<file path="src/rtl/accum_share_pkg.sv">
// Shared types for the accumulator-sharing controller: FSM states and id-width helper.
package accum_share_pkg;

    typedef enum logic [2:0] {
        IDLE,
        CLEAR,
        ACC,
        DRAIN,
        RESP
    } state_t;

    // Width of an encoded requester id; never below 1 so ports stay legal.
    function automatic int id_width(input int n);
        return (n > 1) ? $clog2(n) : 1;
    endfunction

endpackage

</file>
<file path="src/rtl/accum_share_ctrl_rr_arbiter.sv">
// Combinational round-robin pick: first asserted request at or after the pointer, wrapping.
module rr_arbiter
    import accum_share_pkg::*;
#(
    parameter int NREQ = 4,
    parameter int IDW  = id_width(NREQ)
) (
    input  logic [NREQ-1:0] req,
    input  logic [IDW-1:0]  ptr,
    output logic [NREQ-1:0] grant,
    output logic [IDW-1:0]  id,
    output logic            any
);

    logic [IDW-1:0] idx;

    always_comb begin
        grant = '0;
        id    = '0;
        any   = 1'b0;
        idx   = '0;
        for (int k = 0; k < NREQ; k++) begin
            idx = IDW'((int'(ptr) + k) % NREQ);
            if (!any && req[idx]) begin
                any        = 1'b1;
                grant[idx] = 1'b1;
                id         = idx;
            end
        end
    end

endmodule

</file>
<file path="src/rtl/accum_share_ctrl.sv">
// Round-robin owner of a shared adder/accumulator datapath; one requester job at a time.
// Build option: ACC_TIMEOUT_EN ends a stalled job after TIMEOUT_CYCLES idle ACC cycles.
module accum_share_ctrl
    import accum_share_pkg::*;
#(
    parameter int NREQ           = 4,
    parameter int W              = 4,
    parameter int TIMEOUT_CYCLES = 16,
    parameter int IDW            = id_width(NREQ)
) (
    input  logic              clk,
    input  logic              reset,
    input  logic [NREQ-1:0]   req_valid,
    input  logic [NREQ*W-1:0] req_a,
    input  logic [NREQ*W-1:0] req_b,
    input  logic [NREQ-1:0]   req_last,
    output logic [NREQ-1:0]   req_ready,
    output logic              dp_clear,
    output logic [W-1:0]      dp_a,
    output logic [W-1:0]      dp_b,
    input  logic [W-1:0]      dp_accum,
    input  logic              dp_cout_accum,
    output logic              rsp_valid,
    input  logic              rsp_ready,
    output logic [IDW-1:0]    rsp_id,
    output logic [W-1:0]      rsp_accum,
    output logic              rsp_overflow,
    output logic              rsp_timeout
);

    state_t          state;
    logic [IDW-1:0]  ptr;
    logic [IDW-1:0]  gid;
    logic [NREQ-1:0] gnt_q;
    logic            ovf_q;
    logic            tmo_q;

    logic [NREQ-1:0] arb_grant;
    logic [IDW-1:0]  arb_id;
    logic            arb_any;

    logic            valid_g;
    logic            last_g;
    logic            hs;
    logic            timeout_hit;
    logic [W-1:0]    sel_a;
    logic [W-1:0]    sel_b;

    rr_arbiter #(
        .NREQ (NREQ),
        .IDW  (IDW)
    ) u_arb (
        .req   (req_valid),
        .ptr   (ptr),
        .grant (arb_grant),
        .id    (arb_id),
        .any   (arb_any)
    );

    // The latched one-hot grant selects the owner's operands without a wide index mux.
    always_comb begin
        sel_a = '0;
        sel_b = '0;
        for (int i = 0; i < NREQ; i++) begin
            if (gnt_q[i]) begin
                sel_a = req_a[i*W +: W];
                sel_b = req_b[i*W +: W];
            end
        end
    end

    assign valid_g   = |(req_valid & gnt_q);
    assign last_g    = |(req_last & gnt_q);
    assign hs        = (state == ACC) && valid_g;
    assign req_ready = (state == ACC) ? gnt_q : '0;
    assign dp_clear  = (state == CLEAR);
    assign dp_a      = hs ? sel_a : '0;
    assign dp_b      = hs ? sel_b : '0;

`ifdef ACC_TIMEOUT_EN
    localparam int TCW = $clog2(TIMEOUT_CYCLES + 1);
    logic [TCW-1:0] idle_cnt;

    always_ff @(posedge clk) begin
        if (reset || state != ACC || valid_g)
            idle_cnt <= '0;
        else
            idle_cnt <= idle_cnt + 1'b1;
    end

    assign timeout_hit = (state == ACC) && !valid_g && (idle_cnt == TCW'(TIMEOUT_CYCLES - 1));
`else
    // The stall limit only matters in the timeout build; folded here to keep it referenced.
    logic unused_timeout_cfg;
    assign unused_timeout_cfg = ^TIMEOUT_CYCLES;
    assign timeout_hit        = 1'b0;
`endif

    // Job sequencer; the sticky carry is sampled from the first ACC cycle through DRAIN.
    always_ff @(posedge clk) begin
        if (reset) begin
            state        <= IDLE;
            ptr          <= '0;
            gid          <= '0;
            gnt_q        <= '0;
            ovf_q        <= 1'b0;
            tmo_q        <= 1'b0;
            rsp_valid    <= 1'b0;
            rsp_id       <= '0;
            rsp_accum    <= '0;
            rsp_overflow <= 1'b0;
            rsp_timeout  <= 1'b0;
        end else begin
            case (state)
                IDLE: begin
                    if (arb_any) begin
                        gid   <= arb_id;
                        gnt_q <= arb_grant;
                        state <= CLEAR;
                    end
                end
                CLEAR: begin
                    ovf_q <= 1'b0;
                    tmo_q <= 1'b0;
                    state <= ACC;
                end
                ACC: begin
                    ovf_q <= ovf_q | dp_cout_accum;
                    if (hs && last_g) begin
                        state <= DRAIN;
                    end else if (timeout_hit) begin
                        tmo_q <= 1'b1;
                        state <= DRAIN;
                    end
                end
                DRAIN: begin
                    rsp_valid    <= 1'b1;
                    rsp_id       <= gid;
                    rsp_accum    <= dp_accum;
                    rsp_overflow <= ovf_q | dp_cout_accum;
                    rsp_timeout  <= tmo_q;
                    state        <= RESP;
                end
                RESP: begin
                    if (rsp_ready) begin
                        rsp_valid <= 1'b0;
                        ptr       <= (gid == IDW'(NREQ - 1)) ? '0 : gid + 1'b1;
                        state     <= IDLE;
                    end
                end
                default: state <= IDLE;
            endcase
        end
    end

endmodule
</file>
<file path="config.mk">
export PLATFORM = sky130hd
export DESIGN_NAME = accum_share_ctrl
export DESIGN_NICKNAME = d
export VERILOG_FILES = /design/src/rtl/accum_share_pkg.sv /design/src/rtl/accum_share_ctrl_rr_arbiter.sv /design/src/rtl/accum_share_ctrl.sv
export SDC_FILE = /design/constraint.sdc
export NUM_CORES = 1
export LEC_CHECK = 0
export ABC_AREA = 1
export CAP_MARGIN = 20
export CORE_ASPECT_RATIO = 1.75
export CORE_MARGIN = 3
export CORE_UTILIZATION = 36
export CTS_BUF_LIST = sky130_fd_sc_hd__clkbuf_16
export CTS_CLUSTER_DIAMETER = 150
export DETAILED_ROUTE_END_ITERATION = 8
export PLACE_DENSITY = 0.7
export SLEW_MARGIN = 20
export SYNTH_ARGS = -nofsm -noshare
export SYNTH_HDL_FRONTEND = slang
export SYNTH_SLANG_ARGS = --single-unit
</file>
<file path="constraint.sdc">
create_clock -name clk -period 2.24 [get_ports clk]
set_input_delay 0.448 -clock clk [delete_from_list [all_inputs] [get_ports clk]]
set_output_delay 0.448 -clock clk [all_outputs]
set_load 0.01 [all_outputs]
</file>
Word level (Yosys, flattened, before mapping)
Index checks and enable logic that the tools add are counted.
{"block": "totals", "input_bits": 48, "register_bits": 20, "mem_bits_ro": 0, "out_inout_bits": 22, "ram_bits": 0, "latchBits": 0, "wordCells": 103, "mem_count": 0}
{"block": "classes", "add_sub_neg": 4, "div": 0, "n_lt_le_gt_ge": 8, "n_shift": 0, "n_reduce_logical": 21, "n_bitwise": 6, "n_eq_ne": 8, "n_mux": 47, "multipliers": 0}
{"operator": "two-way mux 4 bit", "n": 15}
{"operator": "one-hot mux 3 bit (5 select lines)", "n": 1}
{"operator": "two-way mux 1 bit", "n": 13}
{"operator": "less-than comparator 2 x 3 -> 1 bit (second input constant)", "n": 4}
{"operator": "OR 4 bit", "n": 3}
{"operator": "two-way mux 2 bit", "n": 5}
{"operator": "logical AND 1 bit", "n": 9}
{"operator": "two-way mux 3 bit", "n": 3}
{"operator": "bitwise AND 4 bit", "n": 2}
{"operator": "binary-select mux 1 bit (select 2 bit)", "n": 4}
{"operator": "demux 1 bit (select 2 bit)", "n": 4}
{"operator": "greater-or-equal comparator 2 x 1 -> 1 bit (second input constant)", "n": 4}
{"operator": "OR reduction 4 bit", "n": 2}
{"operator": "equality test 3 x 2 -> 1 bit (second input constant)", "n": 2}
{"operator": "AND reduction 2 bit", "n": 3}
{"operator": "adder 2 x 1 -> 2 bit (second input constant)", "n": 2}
{"operator": "adder 2 bit (second input constant)", "n": 2}
{"operator": "inequality test 2 bit (second input constant)", "n": 2}
{"operator": "one-hot mux 1 bit (2 select lines)", "n": 2}
{"operator": "nonzero test 2 bit", "n": 2}
{"operator": "equality test 3 x 1 -> 1 bit (second input constant)", "n": 1}
{"operator": "equality test 3 bit (second input constant)", "n": 1}
{"operator": "logical NOT 1 bit", "n": 3}
{"operator": "logical NOT 3 bit", "n": 1}
{"operator": "4 further kinds", "n": 4}

Logic depth before layout (Yosys ltp)
Gate-level depths: netlist of the first run.
{"block": "depth", "depth_word": 14, "depth_mapped": 13, "depth_no_buf": 12}

By module
A second synthesis of the first run with hierarchy kept.
{"block": "unflattened", "cells_unflattened": 265, "hier_area_um2": 1652.8}
{"mod": "accum_share_ctrl", "area_each_um2": 1212.4, "n_inst": 1, "cells_per_inst": 191, "seq_area_each_um2": 400.4}
{"mod": "rr_arbiter", "area_each_um2": 440.4, "n_inst": 1, "cells_per_inst": 74, "seq_area_each_um2": 0.0}

Least setup slack after synthesis of the first run
OpenSTA, ideal clock, no wires.
{"block": "synth_path", "path_kind": "reg2reg", "startpoint": "register ptr[1]", "endpoint": "register gnt_q[1]", "arrival_time_ps": 1721, "setup_time_ps": 116, "stages_incl_launch_ff": 12, "synth_period_minus_slack_ps": 1837, "setup_slack_ps": 403, "required_ps": 2124, "n_path_buf": 1, "cell_sequence": "dfxtp_1 -> inv_1 -> ha_1 -> inv_1 -> nand3_1 -> nand2_4 -> nand4_4 -> nand2_2 -> buf_6 -> nand2_2 -> nand2_2 -> a21oi_2"}
{"block": "synth_via", "elab_chain_cells": 13, "elab_cells_between_ends": 49, "cone_classes": "add/sub (3); order compare (8); mux (24); bitwise (3); reduce/logical (11)"}
{"element": "from (decl)", "line_no": "accum_share_ctrl.sv:32", "rtl": "logic [IDW-1:0] ptr;"}
{"element": "from (signal assigned)", "line_no": "accum_share_ctrl.sv:147", "rtl": "ptr <= (gid == IDW'(NREQ - 1)) ? '0 : gid + 1'b1;"}
{"element": "parallel branches: the longest is 13 deep, another holds less-than comparator 2 x 3 -> 1 bit"}
{"element": "to (signal assigned)", "line_no": "accum_share_ctrl.sv:118", "rtl": "gnt_q <= arb_grant;"}
{"element": "to (decl)", "line_no": "accum_share_ctrl.sv:34", "rtl": "logic [NREQ-1:0] gnt_q;"}
Parallel ways; which one is timed is not known. The select of a mux whose other input is x is not followed.
A chain may end at the register's enable or synchronous reset.

Worst setup path after layout of the first run
{"block": "layout_path", "startpoint": "input req_valid[3]", "endpoint": "output dp_b[3]"}
{"block": "layout_via", "elab_chain_cells": 4}
{"element": "from (decl)", "line_no": "accum_share_ctrl.sv:13", "rtl": "input logic [NREQ-1:0] req_valid,"}
{"element": "bitwise AND 4 bit", "line_no": "accum_share_ctrl.sv:72", "rtl": "assign valid_g = |(req_valid & gnt_q);"}
{"element": "OR reduction 4 bit", "line_no": "accum_share_ctrl.sv:72"}
{"element": "logical AND 1 bit", "line_no": "accum_share_ctrl.sv:74", "rtl": "assign hs = (state == ACC) && valid_g;"}
{"element": "two-way mux 4 bit", "line_no": "accum_share_ctrl.sv:78", "rtl": "assign dp_b = hs ? sel_b : '0;"}
{"element": "to (decl)", "line_no": "accum_share_ctrl.sv:20", "rtl": "output logic [W-1:0] dp_b,"}
No other way between the ends.

==> run summary, run 1 <==
### Routing
* **number of routed nets with antenna violations** 0
* **Initial DRC Count** 99
* **post-detailed-route via-to-cell ratio** 4.96
* **routed wire length** 4.92 mm
* **vias after detailed routing** 1945
* **post-detailed-route DRC marker count** 0
* **WL per Instance** 12.6 microns
* **detailed-router iteration count before antenna repair** 4

### Clock tree
* **clock root buffer master** sky130_fd_sc_hd__clkbuf_16
* **clock buffer depth** 2
* **TritonCTS clock tree** done
* **clock sink count** 20
* **Reg clk slew, reported paths** 0.06 ns
* **clock buffer count from CTS** 3
* **Post-CTS Hold Buffers** 0
* **total number of H-tree levels** 1
* **insertion delay to the later sink of the worst-skew pair** 0.25 ns

### Global routing
* **total congestion overflow** 0
* **maximum number of pins on one net before global-route repair** 18
* **via count of the first global-routing pass** 1852
* **wire length of the first global-routing pass** 8.05 mm
* **initial antenna violation count** 0
* **gr usage total** 17.9%

### Timing
* **setup TNS after final layout** 0 ns
* **maximum clock frequency** 468 MHz
* **total count of max-transition violations in the final report** 0
* **min cycle time layout** 2.14 ns
* **Setup Skew** 0.00368 ns
* **RSZ-0062 raised after global routing** false
* **Finish-stage setup viols** 0
* **final-report hold violation count** 0
* **crit share post-route** 95.4%

### Floorplanning
* **starting density of the core** 37.8%
* **number of top-level pins** 70
* **total core area** 4440 sq um
* **overall die width** 57.6 microns
* **row count** 32
* **vertical extent of the die** 96.4 microns
* **area of the die** 5560 sq um

### Synth
* **distinct cell type count of the synthesized netlist** 31
* **most frequent cell after synthesis** sky130_fd_sc_hd__nor2_1
* **combinational family with the most area after synthesis** simple AND/OR/NAND/NOR gates
* **Post-Synthesis Cell Area** 1680 sq um
* **number of standard cells after synthesis** 261
* **synthesized-area fraction occupied by xor and xnor cells** 0%
* **portion of synthesized cell area occupied by the leading cell type** 23.8%
* **predominant post-synthesis flop cell** sky130_fd_sc_hd__dfxtp_1
* **top cell type by total area after synthesis** sky130_fd_sc_hd__dfxtp_1
* **post-synthesis simple-gate area fraction** 42.1%
* **sequential area share after synthesis** 23.8%
* **compound-gate portion of the synthesized area** 19.1%
* **proportion of synthesized flip-flops having asynchronous set or reset** 0%
* **Yosys warnings** 0
* **count of flip-flops with a built-in enable after synthesis** 0
* **share of synthesized cell area in full adder, half adder and majority cells** 4.47%
* **multiplexer area fraction after synthesis** 0%
* **top cells by area in the synthesized netlist** sky130_fd_sc_hd__dfxtp_1, sky130_fd_sc_hd__nor2_1, sky130_fd_sc_hd__nand2_1
* **syn_area_per_cell** 6.44 sq um
* **synthesis-stage register bit count** 20
* **net count of the mapped netlist** 315
* **list of most frequent post-synthesis cells** sky130_fd_sc_hd__nor2_1, sky130_fd_sc_hd__nand2_1, sky130_fd_sc_hd__a21oi_1

### Power
* **share of power burned in combinational logic** 43.9%
* **power share of the sequential group** 26.7%
* **net switching power figure** 0.000566 W
* **leakage power total** 1.11 nW
* **part of the power in the clock network** 29.4%
* **Switching Fraction** 33.9%
* **worst supply voltage drop on vdd** 794 uV
* **Internal** 0.00110 W
* **Cell Pwr Density** 645 nW/um^2

### Run
* **count of max-cap constraint violations** 0

### Critical path
* **Crit Reg-Reg Startpoint** ptr[0]$_SDFFE_PP0P_
* **crit path cell chain** clkdlybuf4s50_1, nand2_1, nand4_1, nand2_2, buf_4, nor2_1, buf_2
* **worst-case register-to-register setup slack** 0.29 ns
* **type of element capturing the critical path** output port
* **capturing point of the worst reg2reg path** gnt_q[3]$_SDFFE_PP0P_
* **WP data arrival** 1.69 ns
* **family of cells with the greatest summed delay on the critical path** buffers and inverters
* **buffer and inverter count on the worst path** 3
* **Critical Path RT** 1.79 ns
* **Crit Path Category** in -> out
* **delay contributed by the slowest stage of the critical path** 0.48 ns
* **cells on worst reg2reg path** 10
* **crit start category** primary input
* **maximum fanout along the worst path** 5
* **slowest library cell on the worst path** sky130_fd_sc_hd__clkdlybuf4s50_1

### Finish
* **final instance area** 2590 sq um
* **fin util** 58.2%
* **area grow syn2layout** 54.1%
* **count of inserted antenna diode cells** 0
* **fraction of final layout cells sized beyond drive strength 1** 18.8%
* **fill cell count** 428
* **net count reported at finish** 396
* **Finished Layout Cells** 392

### Place
* **Routability Congestion** 0.850
* **count of input and output buffers** 68
* **post-placement cell area** 2490 sq um
* **DP HPWL** 3.95 mm
* **count of placed standard cells including taps** 385

### Min path
* **Hold Path Cell Cnt** 2
* **Worst Hold Path EP** rsp_valid$_SDFFE_PP0P_
* **startpoint of the tightest hold check path** rsp_valid$_SDFFE_PP0P_
* **min-delay worst type** reg -> reg

### Outcome
* **status** finished, final reports clean

## placed cells by master, fill, tap and decap left out, types with 14 or more instances in the layout
cell,synthesis,final
sky130_fd_sc_hd__buf_4,2,17
sky130_fd_sc_hd__dfxtp_1,20,20
sky130_fd_sc_hd__o21ai_0,19,18
sky130_fd_sc_hd__nand3_1,17,17
sky130_fd_sc_hd__nand2_1,42,41
sky130_fd_sc_hd__clkdlybuf4s50_1,0,60
sky130_fd_sc_hd__nor2_1,48,48
sky130_fd_sc_hd__inv_1,19,19
sky130_fd_sc_hd__nand2_2,13,14
sky130_fd_sc_hd__a21oi_1,25,25
## through the flow
stage / hold WS, ns / worst slack (ns) / power [W]
global placement: 0.449 / -0.248 / 0.00117
detailed placement: 0.455 / -0.301 / 0.00118
CTS: 0.465 / -0.00650 / 0.00168
finish: 0.465 / 0.102 / 0.00167
global route: 0.493 / 0.00783 / 0.00179
floorplan: 0.465 / 0.403 / 0.000903
## layer usage
| layer | global-route usage, % | share of wire (%) | up-vias |
|---|---|---|---|
| li1 | - | - | 1017 |
| met1 | 20.2 | 39 | 858 |
| met2 | 33.7 | 54 | 61 |
| met3 | 1.99 | 5.1 | 9 |
| met4 | 6.77 | 2.4 | 0 |
| met5 | 0 | 0 | - |
## flip-flops by register name (all words and copies together) (netlist names)
signal,count
state,3
rsp_id,2
ovf_q,1
rsp_valid,1
rsp_overflow,1
rsp_accum,4
gid,2
gnt_q,4
ptr,2
## worst register-to-register path, delay by kind of cell (launching register included)
| family | cells | cell delay [ns] |
|---|---|---|
| AO/OA/AOI/OAI | 1 | 0.04 |
| adder cells (fa/ha/maj) | 1 | 0.37 |
| buffers and inverters | 2 | 0.22 |
| AND/OR/NAND/NOR | 6 | 0.79 |
| flip-flops | 1 | 0.43 |
## timing repair
item / CTS / global route
gates resized for setup: 14 / 11
setup buffers: 3 / 0
pin swaps: 2 / 3
endpoints found under the setup margin: 8 / 9
## cell families after synthesis
family                     after synthesis
and+or+nand+nor                        142
AOI/OAI and AO/OA                       57
buffers and inverters                   35
DFF                                     20
adders and majority gates                6
other                                    1
## worst max path at each step
stage	end	slack [ns]	start	cells past startpoint
detailed placement	dp_b[3]	-0.30	req_valid[3]	6
floorplan	gnt_q[1]$_SDFFE_PP0P_	0.40	ptr[1]$_SDFFE_PP0P_	11
global route	dp_a[2]	0.008	req_a[6]	6
finish	dp_b[3]	0.10	req_valid[3]	7
CTS	dp_b[3]	-0.006	req_valid[1]	7
global placement	dp_b[2]	-0.25	req_valid[2]	6
## cell type report
| class | instances | area (sq um) | area share [%] |
|---|---|---|---|
| clock buffer | 3 | 75.1 | 2.90 |
| clock inverter | 1 | 30.0 | 1.16 |
| inverter | 25 | 113 | 4.35 |
| multi-input combinational | 206 | 1110 | 42.9 |
| sequential | 20 | 400 | 15.5 |
| tap | 51 | 63.8 | 2.46 |
| timing repair buffer | 86 | 796 | 30.7 |
## power groups by stage
stage / sequential (W) / clock, W / combinational, W
finish: 0.000447 / 0.000491 / 0.000733
CTS: 0.000445 / 0.000498 / 0.000739
floorplan: 0.000442 / 0 / 0.000461
global route: 0.000453 / 0.000510 / 0.000828
detailed placement: 0.000453 / 0 / 0.000724
global placement: 0.000453 / 0 / 0.000719
Power figures use the tool's default switching activity.
==> run 2, diff against run 1 <==
- SKIP_CTS_REPAIR_TIMING: unset -> 1
==> run 2 against run 1 <==
Effect of this change: sequential power about the same; power is essentially flat; critical path depth decreased by 4; largest cell class unchanged; non-clock buffer count shrank 3.
==> run summary, run 2 (synthesis gave the netlist of run 1 again) <==
### Global routing
* **total congestion overflow** 0, unchanged
* **wire length of the first global-routing pass** 7.98 mm, -0.77%
* **gr usage total** 17.8%, -0.11 points
* **maximum number of pins on one net before global-route repair** 18, unchanged
* **via count of the first global-routing pass** 1838, -0.76%
* **initial antenna violation count** 0, unchanged

### Routing
* **post-detailed-route via-to-cell ratio** 4.93, -0.63%
* **WL per Instance** 12.6 microns, +0.75%
* **number of routed nets with antenna violations** 0, unchanged
* **post-detailed-route DRC marker count** 0, unchanged
* **vias after detailed routing** 1918, -1.4%
* **Initial DRC Count** 83, -16%
* **routed wire length** 4.92 mm, about the same
* **detailed-router iteration count before antenna repair** 4, unchanged

### Timing
* **RSZ-0062 raised after global routing** false
* **Hold Slack** 0.465 ns, +0.0000640 ns
* **maximum clock frequency** 477 MHz, +2.0%
* **final-report hold violation count** 0, unchanged
* **Setup Skew** 0.00339 ns, -0.000283 ns
* **fin worst setup slack** 0.144 ns, +0.0420 ns
* **Finish-stage setup viols** 0, unchanged
* **min cycle time layout** 2.10 ns, -0.0420 ns
* **total count of max-transition violations in the final report** 0, unchanged
* **crit share post-route** 93.6%, -1.9 points

### Finish
* **Finished Layout Cells** 389, -0.77%
* **fraction of final layout cells sized beyond drive strength 1** 16.3%, -2.5 points
* **net count reported at finish** 393, -0.76%
* **area of combinational cells with multiple inputs** 1120 sq um, +0.45%
* **most frequent cells in the layout** sky130_fd_sc_hd__clkdlybuf4s50_1, sky130_fd_sc_hd__nor2_1, sky130_fd_sc_hd__nand2_1, sky130_fd_sc_hd__a21oi_1, sky130_fd_sc_hd__dfxtp_1
* **Largest regs** gnt_q x4, rsp_accum x4, state x3
* **final instance area** 2620 sq um, +1.4%
* **area of all sequential standard cells** 400 sq um, unchanged
* **count of inserted antenna diode cells** 0, unchanged
* **area grow syn2layout** 56.1%
* **commonest non-fill, non-tap cell in the layout** sky130_fd_sc_hd__clkdlybuf4s50_1
* **fill cell count** 417, -2.6%

### Critical path
* **maximum fanout along the worst path** 10, +5
* **worst-case register-to-register setup slack** 0.29 ns, about the same
* **Crit Reg-Reg Startpoint** ptr[0]$_SDFFE_PP0P_
* **slowest library cell on the worst path** sky130_fd_sc_hd__clkdlybuf4s50_1
* **type of element capturing the critical path** output port
* **crit start category** register
* **Critical Path RT** 1.79 ns, about the same
* **WP data arrival** 1.65 ns, -0.04 ns
* **delay contributed by the slowest stage of the critical path** 0.55 ns, +0.07 ns
* **crit path cell chain** clkinvlp_4, nor2_1, clkdlybuf4s50_1
* **cells on worst reg2reg path** 10, unchanged
* **capturing point of the worst reg2reg path** gnt_q[3]$_SDFFE_PP0P_
* **Crit Path Category** reg -> out

### Power
* **share of power burned in combinational logic** 43.7%, -0.2 points
* **Switching Fraction** 34.1%, +0.19 points
* **Internal** 0.00110 W, -0.33%
* **worst supply voltage drop on vdd** 784 uV, -1.3%
* **part of the power in the clock network** 29.5%, about the same
* **power share of the sequential group** 26.8%, about the same
* **Cell Pwr Density** 636 nW/um^2, -1.4%
* **leakage power total** 1.23 nW, +11%
* **net switching power figure** 0.000569 W, +0.52%

### Floorplanning
* **vertical extent of the die** 96.4 microns, unchanged
* **number of top-level pins** 70, unchanged
* **row count** 32, unchanged
* **total core area** 4440 sq um, unchanged
* **area of the die** 5560 sq um, unchanged
* **starting density of the core** 37.8%, unchanged
* **overall die width** 57.6 microns, unchanged

### Place
* **count of placed standard cells including taps** 385, unchanged
* **Routability Congestion** 0.850, unchanged
* **post-placement cell area** 2490 sq um, unchanged
* **worst setup timing slack at the placement stage** -0.301 ns, unchanged
* **count of input and output buffers** 68, unchanged
* **DP HPWL** 3.95 mm, unchanged

### Run
* **count of max-cap constraint violations** 0, unchanged

### Clock tree
* **Reg clk slew, reported paths** 0.06 ns, about the same
* **clock sink count** 20, unchanged
* **clock root buffer master** sky130_fd_sc_hd__clkbuf_16
* **total number of H-tree levels** 1, unchanged
* **clock buffer depth** 2, unchanged
* **TritonCTS clock tree** done
* **insertion delay to the later sink of the worst-skew pair** 0.25 ns, about the same
* **clock buffer count from CTS** 3, unchanged

### Min path
* **min-delay worst type** reg -> reg
* **Hold Path Cell Cnt** 2, unchanged
* **Worst Hold Path EP** rsp_valid$_SDFFE_PP0P_
* **startpoint of the tightest hold check path** rsp_valid$_SDFFE_PP0P_

### Outcome
* **status** finished, final reports clean

## run 2: per-layer routing
metal  track usage [%]  part of all wire [%]  vias up
met4              6.77                   1.8        0
li1                  -                     -     1011
met1              20.0                    39      846
met3              1.99                   4.6        7
met2              33.5                    55       54
met5                 0                     0        -
## run 2: per-stage QoR
stage                     util (%)  setup TNS (ns)  total power [W]
after floorplan                  -               0         0.000903
after global placement        56.0           -1.79          0.00117
after detailed placement      56.0           -2.13          0.00118
after CTS                     58.3           -2.18          0.00167
after global routing          59.0               0          0.00179
final                         59.0               0          0.00167
## run 2: area by class of cell
type,instances,area share (%)
Inverter,25,4.29
Multi-Input combinational cell,206,42.5
Clock inverter,1,1.14
Sequential cell,20,15.3
Timing Repair Buffer,83,31.5
Clock buffer,3,2.86
Tap cell,51,2.43
## run 2: worst max path at each step
stage	slack, ns	cells after the start	from	endpoint
after detailed placement	-0.30	6	req_valid[3]	dp_b[3]
after global routing	0.009	3	gnt_q[1]$_SDFFE_PP0P_	req_ready[1]
after CTS	-0.31	6	req_valid[3]	dp_b[3]
final	0.14	3	gnt_q[1]$_SDFFE_PP0P_	req_ready[1]
after floorplan	0.40	11	ptr[1]$_SDFFE_PP0P_	gnt_q[1]$_SDFFE_PP0P_
after global placement	-0.25	6	req_valid[2]	dp_b[2]
## run 2: critical path: cells and delay by family, from the launching register on
kind | cells | cell delay, ns
buffers and inverters | 2 | 0.81
DFF | 1 | 0.45
and+or+nand+nor | 1 | 0.14
## run 2: power groups by stage
| stage | Combinational (W) | Clock (W) | Sequential (W) |
|---|---|---|---|
| after floorplan | 0.000461 | 0 | 0.000442 |
| after global placement | 0.000719 | 0 | 0.000453 |
| after detailed placement | 0.000724 | 0 | 0.000453 |
| after CTS | 0.000728 | 0.000498 | 0.000445 |
| after global routing | 0.000824 | 0.000510 | 0.000453 |
| final | 0.000730 | 0.000492 | 0.000447 |
